<file path="src/rtl/exotiny_console_mon.sv">
// rtl/exotiny_console_mon.sv - console byte capture FIFO with pass/fail signature match and watchdog
// Optional simulation console output when EXOTINY_CONSOLE_PRINT_EN is defined.
module exotiny_console_mon #(
    parameter int unsigned DEPTH    = 16,
    parameter logic [31:0] PASS_PAT = "DONE",
    parameter int unsigned PASS_LEN = 4,
    parameter logic [31:0] FAIL_PAT = "ERR",
    parameter int unsigned FAIL_LEN = 3,
    parameter int unsigned TIMEOUT  = 600000,
    parameter int unsigned TO_W     = 32
) (
    input  logic                       clk_i,
    input  logic                       rst_i,
    input  logic                       sel_i,
    input  logic                       stb_i,
    input  logic [7:0]                 wdat_i,
    input  logic                       rd_rdy_i,
    output logic                       rd_vld_o,
    output logic [7:0]                 rd_dat_o,
    output logic [$clog2(DEPTH+1)-1:0] cnt_o,
    output logic                       overflow_o,
    output logic                       pass_o,
    output logic                       fail_o,
    output logic                       timeout_o
);

    localparam int unsigned AW = $clog2(DEPTH);
    localparam int unsigned CW = $clog2(DEPTH+1);

    localparam logic [31:0] PASS_MASK = (PASS_LEN >= 4) ? 32'hFFFF_FFFF
                                                        : ((32'd1 << (8*PASS_LEN)) - 32'd1);
    localparam logic [31:0] FAIL_MASK = (FAIL_LEN >= 4) ? 32'hFFFF_FFFF
                                                        : ((32'd1 << (8*FAIL_LEN)) - 32'd1);

    logic          stb_q, stb_d;
    logic [31:0]   sh_q, sh_d;
    logic [AW-1:0] wr_ptr_q, wr_ptr_d;
    logic [AW-1:0] rd_ptr_q, rd_ptr_d;
    logic [CW-1:0] cnt_q, cnt_d;
    logic          ovf_q, ovf_d;
    logic          pass_q, pass_d;
    logic          fail_q, fail_d;
    logic          to_q, to_d;
    logic [7:0]    mem_q [DEPTH];

    logic cap, full, empty, pop, push, pass_m, fail_m;

    // Capture only on the strobe's rising edge, and only if the console was already selected.
    assign cap   = sel_i & stb_i & ~stb_q;
    assign full  = (cnt_q == CW'(DEPTH));
    assign empty = (cnt_q == '0);
    assign pop   = ~empty & rd_rdy_i;
    assign push  = cap & (~full | pop);

    assign pass_m = ((sh_q & PASS_MASK) == (PASS_PAT & PASS_MASK));
    assign fail_m = ((sh_q & FAIL_MASK) == (FAIL_PAT & FAIL_MASK));

    always_comb begin
        stb_d    = stb_i;
        sh_d     = cap ? {sh_q[23:0], wdat_i} : sh_q;
        wr_ptr_d = push ? wr_ptr_q + AW'(1) : wr_ptr_q;
        rd_ptr_d = pop  ? rd_ptr_q + AW'(1) : rd_ptr_q;
        cnt_d    = cnt_q;
        if (push && !pop) begin
            cnt_d = cnt_q + CW'(1);
        end else if (pop && !push) begin
            cnt_d = cnt_q - CW'(1);
        end
        ovf_d  = ovf_q | (cap & full & ~pop);
        // First terminal flag wins; fail beats pass when both match together.
        fail_d = fail_q | (fail_m & ~pass_q);
        pass_d = pass_q | (pass_m & ~fail_m & ~fail_q);
    end

    always_ff @(posedge clk_i or posedge rst_i) begin
        if (rst_i) begin
            stb_q    <= 1'b0;
            sh_q     <= '0;
            wr_ptr_q <= '0;
            rd_ptr_q <= '0;
            cnt_q    <= '0;
            ovf_q    <= 1'b0;
            pass_q   <= 1'b0;
            fail_q   <= 1'b0;
        end else begin
            stb_q    <= stb_d;
            sh_q     <= sh_d;
            wr_ptr_q <= wr_ptr_d;
            rd_ptr_q <= rd_ptr_d;
            cnt_q    <= cnt_d;
            ovf_q    <= ovf_d;
            pass_q   <= pass_d;
            fail_q   <= fail_d;
        end
    end

    // Storage carries no reset; occupancy is tracked by the pointers and count.
    always_ff @(posedge clk_i) begin
        if (push) begin
            mem_q[wr_ptr_q] <= wdat_i;
        end
    end

    generate
        if (TIMEOUT > 0) begin : g_wd
            logic [TO_W-1:0] wd_q, wd_d;
            logic            running;

            assign running = ~pass_q & ~fail_q & ~to_q;

            always_comb begin
                wd_d = wd_q;
                to_d = to_q;
                if (running) begin
                    if (wd_q == TO_W'(TIMEOUT - 1)) begin
                        to_d = 1'b1;
                    end else begin
                        wd_d = wd_q + TO_W'(1);
                    end
                end
            end

            always_ff @(posedge clk_i or posedge rst_i) begin
                if (rst_i) begin
                    wd_q <= '0;
                    to_q <= 1'b0;
                end else begin
                    wd_q <= wd_d;
                    to_q <= to_d;
                end
            end
        end else begin : g_no_wd
            assign to_d = 1'b0;
            assign to_q = 1'b0;
        end
    endgenerate

`ifdef EXOTINY_CONSOLE_PRINT_EN
    always @(posedge clk_i) begin
        if (!rst_i) begin
            if (cap) begin
                $write("%c", wdat_i);
            end
            if (pass_d && !pass_q) begin
                $display("PASS");
                $finish;
            end
            if (fail_d && !fail_q) begin
                $display("FAIL");
                $fatal;
            end
            if (to_d && !to_q) begin
                $display("TIMEOUT");
                $fatal;
            end
        end
    end
`else
    // Flags only; the consumer reads status and drains bytes itself.
`endif

    assign rd_vld_o   = ~empty;
    assign rd_dat_o   = mem_q[rd_ptr_q];
    assign cnt_o      = cnt_q;
    assign overflow_o = ovf_q;
    assign pass_o     = pass_q;
    assign fail_o     = fail_q;
    assign timeout_o  = to_q;

endmodule

</file>
<file path="config.mk">
export PLATFORM = sky130hd
export DESIGN_NAME = exotiny_console_mon
export DESIGN_NICKNAME = d
export VERILOG_FILES = /design/src/rtl/exotiny_console_mon.sv
export SDC_FILE = /design/constraint.sdc
export NUM_CORES = 1
export LEC_CHECK = 0
export ABC_AREA = 1
export CORE_MARGIN = 8
export CORE_UTILIZATION = 35
export CTS_CLUSTER_DIAMETER = 100
export DETAILED_ROUTE_END_ITERATION = 12
export GPL_ROUTABILITY_DRIVEN = 0
export PLACE_DENSITY = 0.57
export RECOVER_POWER = 50
export REMOVE_ABC_BUFFERS = 1
export SLEW_MARGIN = 20
export SYNTH_ARGS = -nofsm -noshare
export SYNTH_HDL_FRONTEND = slang
export SYNTH_SLANG_ARGS = --single-unit
</file>
<file path="constraint.sdc">
create_clock -name clk_i -period 3.6 [get_ports clk_i]
set_input_delay 0.72 -clock clk_i [delete_from_list [all_inputs] [get_ports clk_i]]
set_output_delay 0.72 -clock clk_i [all_outputs]
set_load 0.01 [all_outputs]
</file>
==> summary.txt <==
Timing
  • Fin crit period: between 3 and 4 ns
  • Final Slew Violations: 45
  • Max-slew headroom: -0.388
  • Worst-margin pin slew: a little over 2 ns
  • Final setup fails: 0
  • Fin crit share: 0.921
  • Final hold violation count: 0
  • Max Fclk: slightly above 300 MHz
  • RSZ-0062 raised after global routing: false
  • Post-Route Setup TNS: 0 ns
  • Min Hold Slack: between 0.4 and 0.5 ns
  • Worst Skew: 0.0150 ns

Floorplan
  • Die width: roughly 180 microns
  • Die H: between 150 and 200 microns
  • Row cnt: 61
  • Initial Util: 0.352
  • Core area: roughly 27000 sq um
  • Die ar.: between 30000 and 40000 sq um
  • Top Ports: 31

Setup path
  • CP cell instances: buf_4 -> clkinv_1 -> nand3_1 -> nand3_1 -> nand2_1 -> clkdlybuf4s50_1
  • Reg2Reg Depth: 15
  • Worst Setup End Kind: primary output
  • Critical path launch point type: register
  • Largest stage delay, worst path: 0.55 ns
  • WP data arrival: between 2 and 3 ns
  • Crit-path slowest cell: clkdlybuf4s50_1
  • Cell mode on critical path: nand3_1
  • CP required: between 2 and 3 ns
  • CP Class: reg2out
  • Worst-path maximum fanout: 18

Yosys
  • Synth Flop Type: edfxtp_1
  • Async set or reset register ratio after synthesis: 0.390
  • Mean post-synth cell area: 9.49 sq um
  • Post-synth EDFFs: roughly 130
  • Yosys warns: 0
  • Number of synthesized register bits: 210
  • Gate Count Post-Synth: around 1000
  • Count of different cell masters after synthesis: 32
  • Share of the yosys chip area belonging to registers: 0.610
  • Cell Area, Synth: about 9700 sq um

Route
  • Final wirelength: around 22000 microns
  • Drt via density: around 4.7
  • First-pass DRT Iterations: 5
  • Wire length per cell: ~15 microns
  • Vias: 6688
  • Drt drc: 0
  • Antenna-violating nets left: 0
  • Detailed Route Iter0 Violations: 522

Final layout
  • Layout cells sized above 1: 0.0671
  • Diode count: 0
  • Area Growth Syn to Fin: 15.6%
  • Layout Nets: about 1100
  • Non-Filler Instances: between 1000 and 1500
  • Final std cell area, no fill: approximately 11000 sq um

Place
  • Post-DP HPWL: approximately 14000 microns
  • # port buffers: 30
  • Cell Area, Placed: approximately 10000 sq um
  • Placed Cells: ~1400

CTS
  • Clk root buf: clkbuf_16
  • Deepest clock path buffer count: 3
  • Clock sinks: 210
  • Clock slew at reported path FFs: approximately 0.060 ns
  • Worst-Skew Late Latency: between 0.5 and 0.6 ns
  • H-Tree Depth: 1
  • TritonCTS clock tree: built
  • Postcts setup bufs: 0
  • Post-CTS sizing: 0
  • Total CTS buffers: 24
  • CTS Hold Bufs: 0

Global routing
  • Tot GR Track Use: 0.134
  • Largest net degree at the start of global routing: 86
  • Vias in the first global route: ~6600
  • First-pass GRT wire length: around 36000 microns
  • Grt ovf: 0
  • Initial antenna violation count: 0

Flow run
  • Max Cap Viol: 1

Power and ir drop
  • PwrDens: around 660 nW/um^2
  • Final Power: between 7 and 8 mW
  • Worst VDD drop: ~0.34 mV
  • P_leak: around 4.6 nW

Worst hold path
  • Worst Hold Depth: 2
  • Min-Delay Path Class: reg2reg

Run status
  • Failing checks: capacitance limit, slew limit
  • Status: finished, violations left
[sequential cells by signal, indices dropped and copies added (netlist names)]
| name | count |
|---|---|
| overflow_o | 1 |
| mem_q | 128 |
| rd_ptr_q | 4 |
| timeout_o | 1 |
| stb_q | 1 |
| pass_o | 1 |
| cnt_o | 5 |
| fail_o | 1 |
| g_wd.wd_q | 32 |
| sh_q | 32 |
| wr_ptr_q | 4 |
[where the power goes]
group          internal [mW]  switching (mW)
Clock                   1.43            1.02
Combinational          0.759            1.21
Sequential              2.74           0.173
Total                   4.93            2.40
[cell usage in the layout (no fill, tap or decap), drive strengths merged]
| master | instances |
|---|---|
| o21bai | 1 |
| clkinvlp | 4 |
| nand2 | 249 |
| nand3 | 87 |
| o211ai | 32 |
| nand4 | 15 |
| nor2 | 90 |
| and2 | 1 |
| o21ai | 69 |
| fa | 1 |
| xnor2 | 6 |
| inv | 153 |
| clkinv | 11 |
| bufinv | 2 |
| clkbuf | 26 |
| a21oi | 34 |
| nor3b | 1 |
| clkdlybuf4s50 | 20 |
| buf | 16 |
| ha | 10 |
| nand3b | 2 |
| edfxtp | 128 |
| nor3 | 6 |
| xor2 | 16 |
| dlygate4sd3 | 10 |
| o22ai | 1 |
| dfrtp | 82 |
[Yosys cell counts, types with 3 or more instances]
library cell / instances / share of area
nand2_1: 243 / 0.094
clkinv_1: 3 / 0.0012
xnor2_1: 6 / 0.0054
o21ai_0: 57 / 0.030
nand2_2: 5 / 0.0032
clkbuf_1: 13 / 0.0050
buf_1: 3 / 0.0012
o211ai_1: 32 / 0.025
nand4_1: 15 / 0.0097
a21oi_1: 34 / 0.018
nor2_1: 81 / 0.031
buf_2: 18 / 0.0093
xor2_1: 16 / 0.014
nand3_1: 85 / 0.044
nor2_2: 8 / 0.0052
nor3_1: 5 / 0.0026
edfxtp_1: 128 / 0.40
dfrtp_1: 82 / 0.21
inv_1: 149 / 0.058
o21ai_1: 12 / 0.0062
ha_1: 10 / 0.013
[final cells by class]
| cell class | count | area, sq um |
|---|---|---|
| Multi-Input combinational cell | 621 | 3010 |
| Clock buffer | 26 | 629 |
| Tap cell | 346 | 433 |
| Sequential cell | 210 | 5900 |
| Timing Repair Buffer | 46 | 458 |
| Clock inverter | 18 | 169 |
| Fill cell | 2731 | 16300 |
| Inverter | 152 | 572 |
[kinds of logic after synthesis]
logic type | after synthesis | synth area share
AO/OA/AOI/OAI | 137 | 0.0796
buffers and inverters | 188 | 0.0761
adder cells (fa/ha/maj) | 11 | 0.0150
XOR/XNOR | 22 | 0.0199
flip-flops | 210 | 0.610
AND/OR/NAND/NOR | 451 | 0.200
[metal layers]
metal	wire length, microns	vias up	track usage	share of wire
met2	10200	103	0.218	0.46
met4	457	0	0.0377	0.021
met1	10400	3129	0.184	0.48
met5	0	-	0	0
li1	-	3425	-	-
met3	837	31	0.0201	0.038
[worst max-delay path, delay by kind of cell (launching register included)]
kind / cells / cell delay, ns
buf+inv: 3 / 1.31
flops: 1 / 0.32
simple gates: 3 / 0.47
[stage by stage]
stage / setup slack (ns) / utilization
floorplan: 0.176 / -
global placement: 0.636 / 0.379
detailed placement: 0.634 / 0.379
CTS: 0.237 / 0.408
global route: 0.108 / 0.407
finish: 0.286 / 0.407
[final timing paths]
path / start / end / slack [ns]
max reg2reg: cnt_o[0] / cnt_o[4] / 1.06
min in group asynchronous: rst_i / g_wd.wd_q[2] / 1.20
max in group asynchronous: rst_i / rd_ptr_q[0] / 1.45
max: rd_ptr_q[2] / rd_dat_o[1] / 0.29
min reg2reg: sh_q[23] / sh_q[31] / 0.49
min: sh_q[23] / sh_q[31] / 0.49
(Power assumes the default switching activity.)
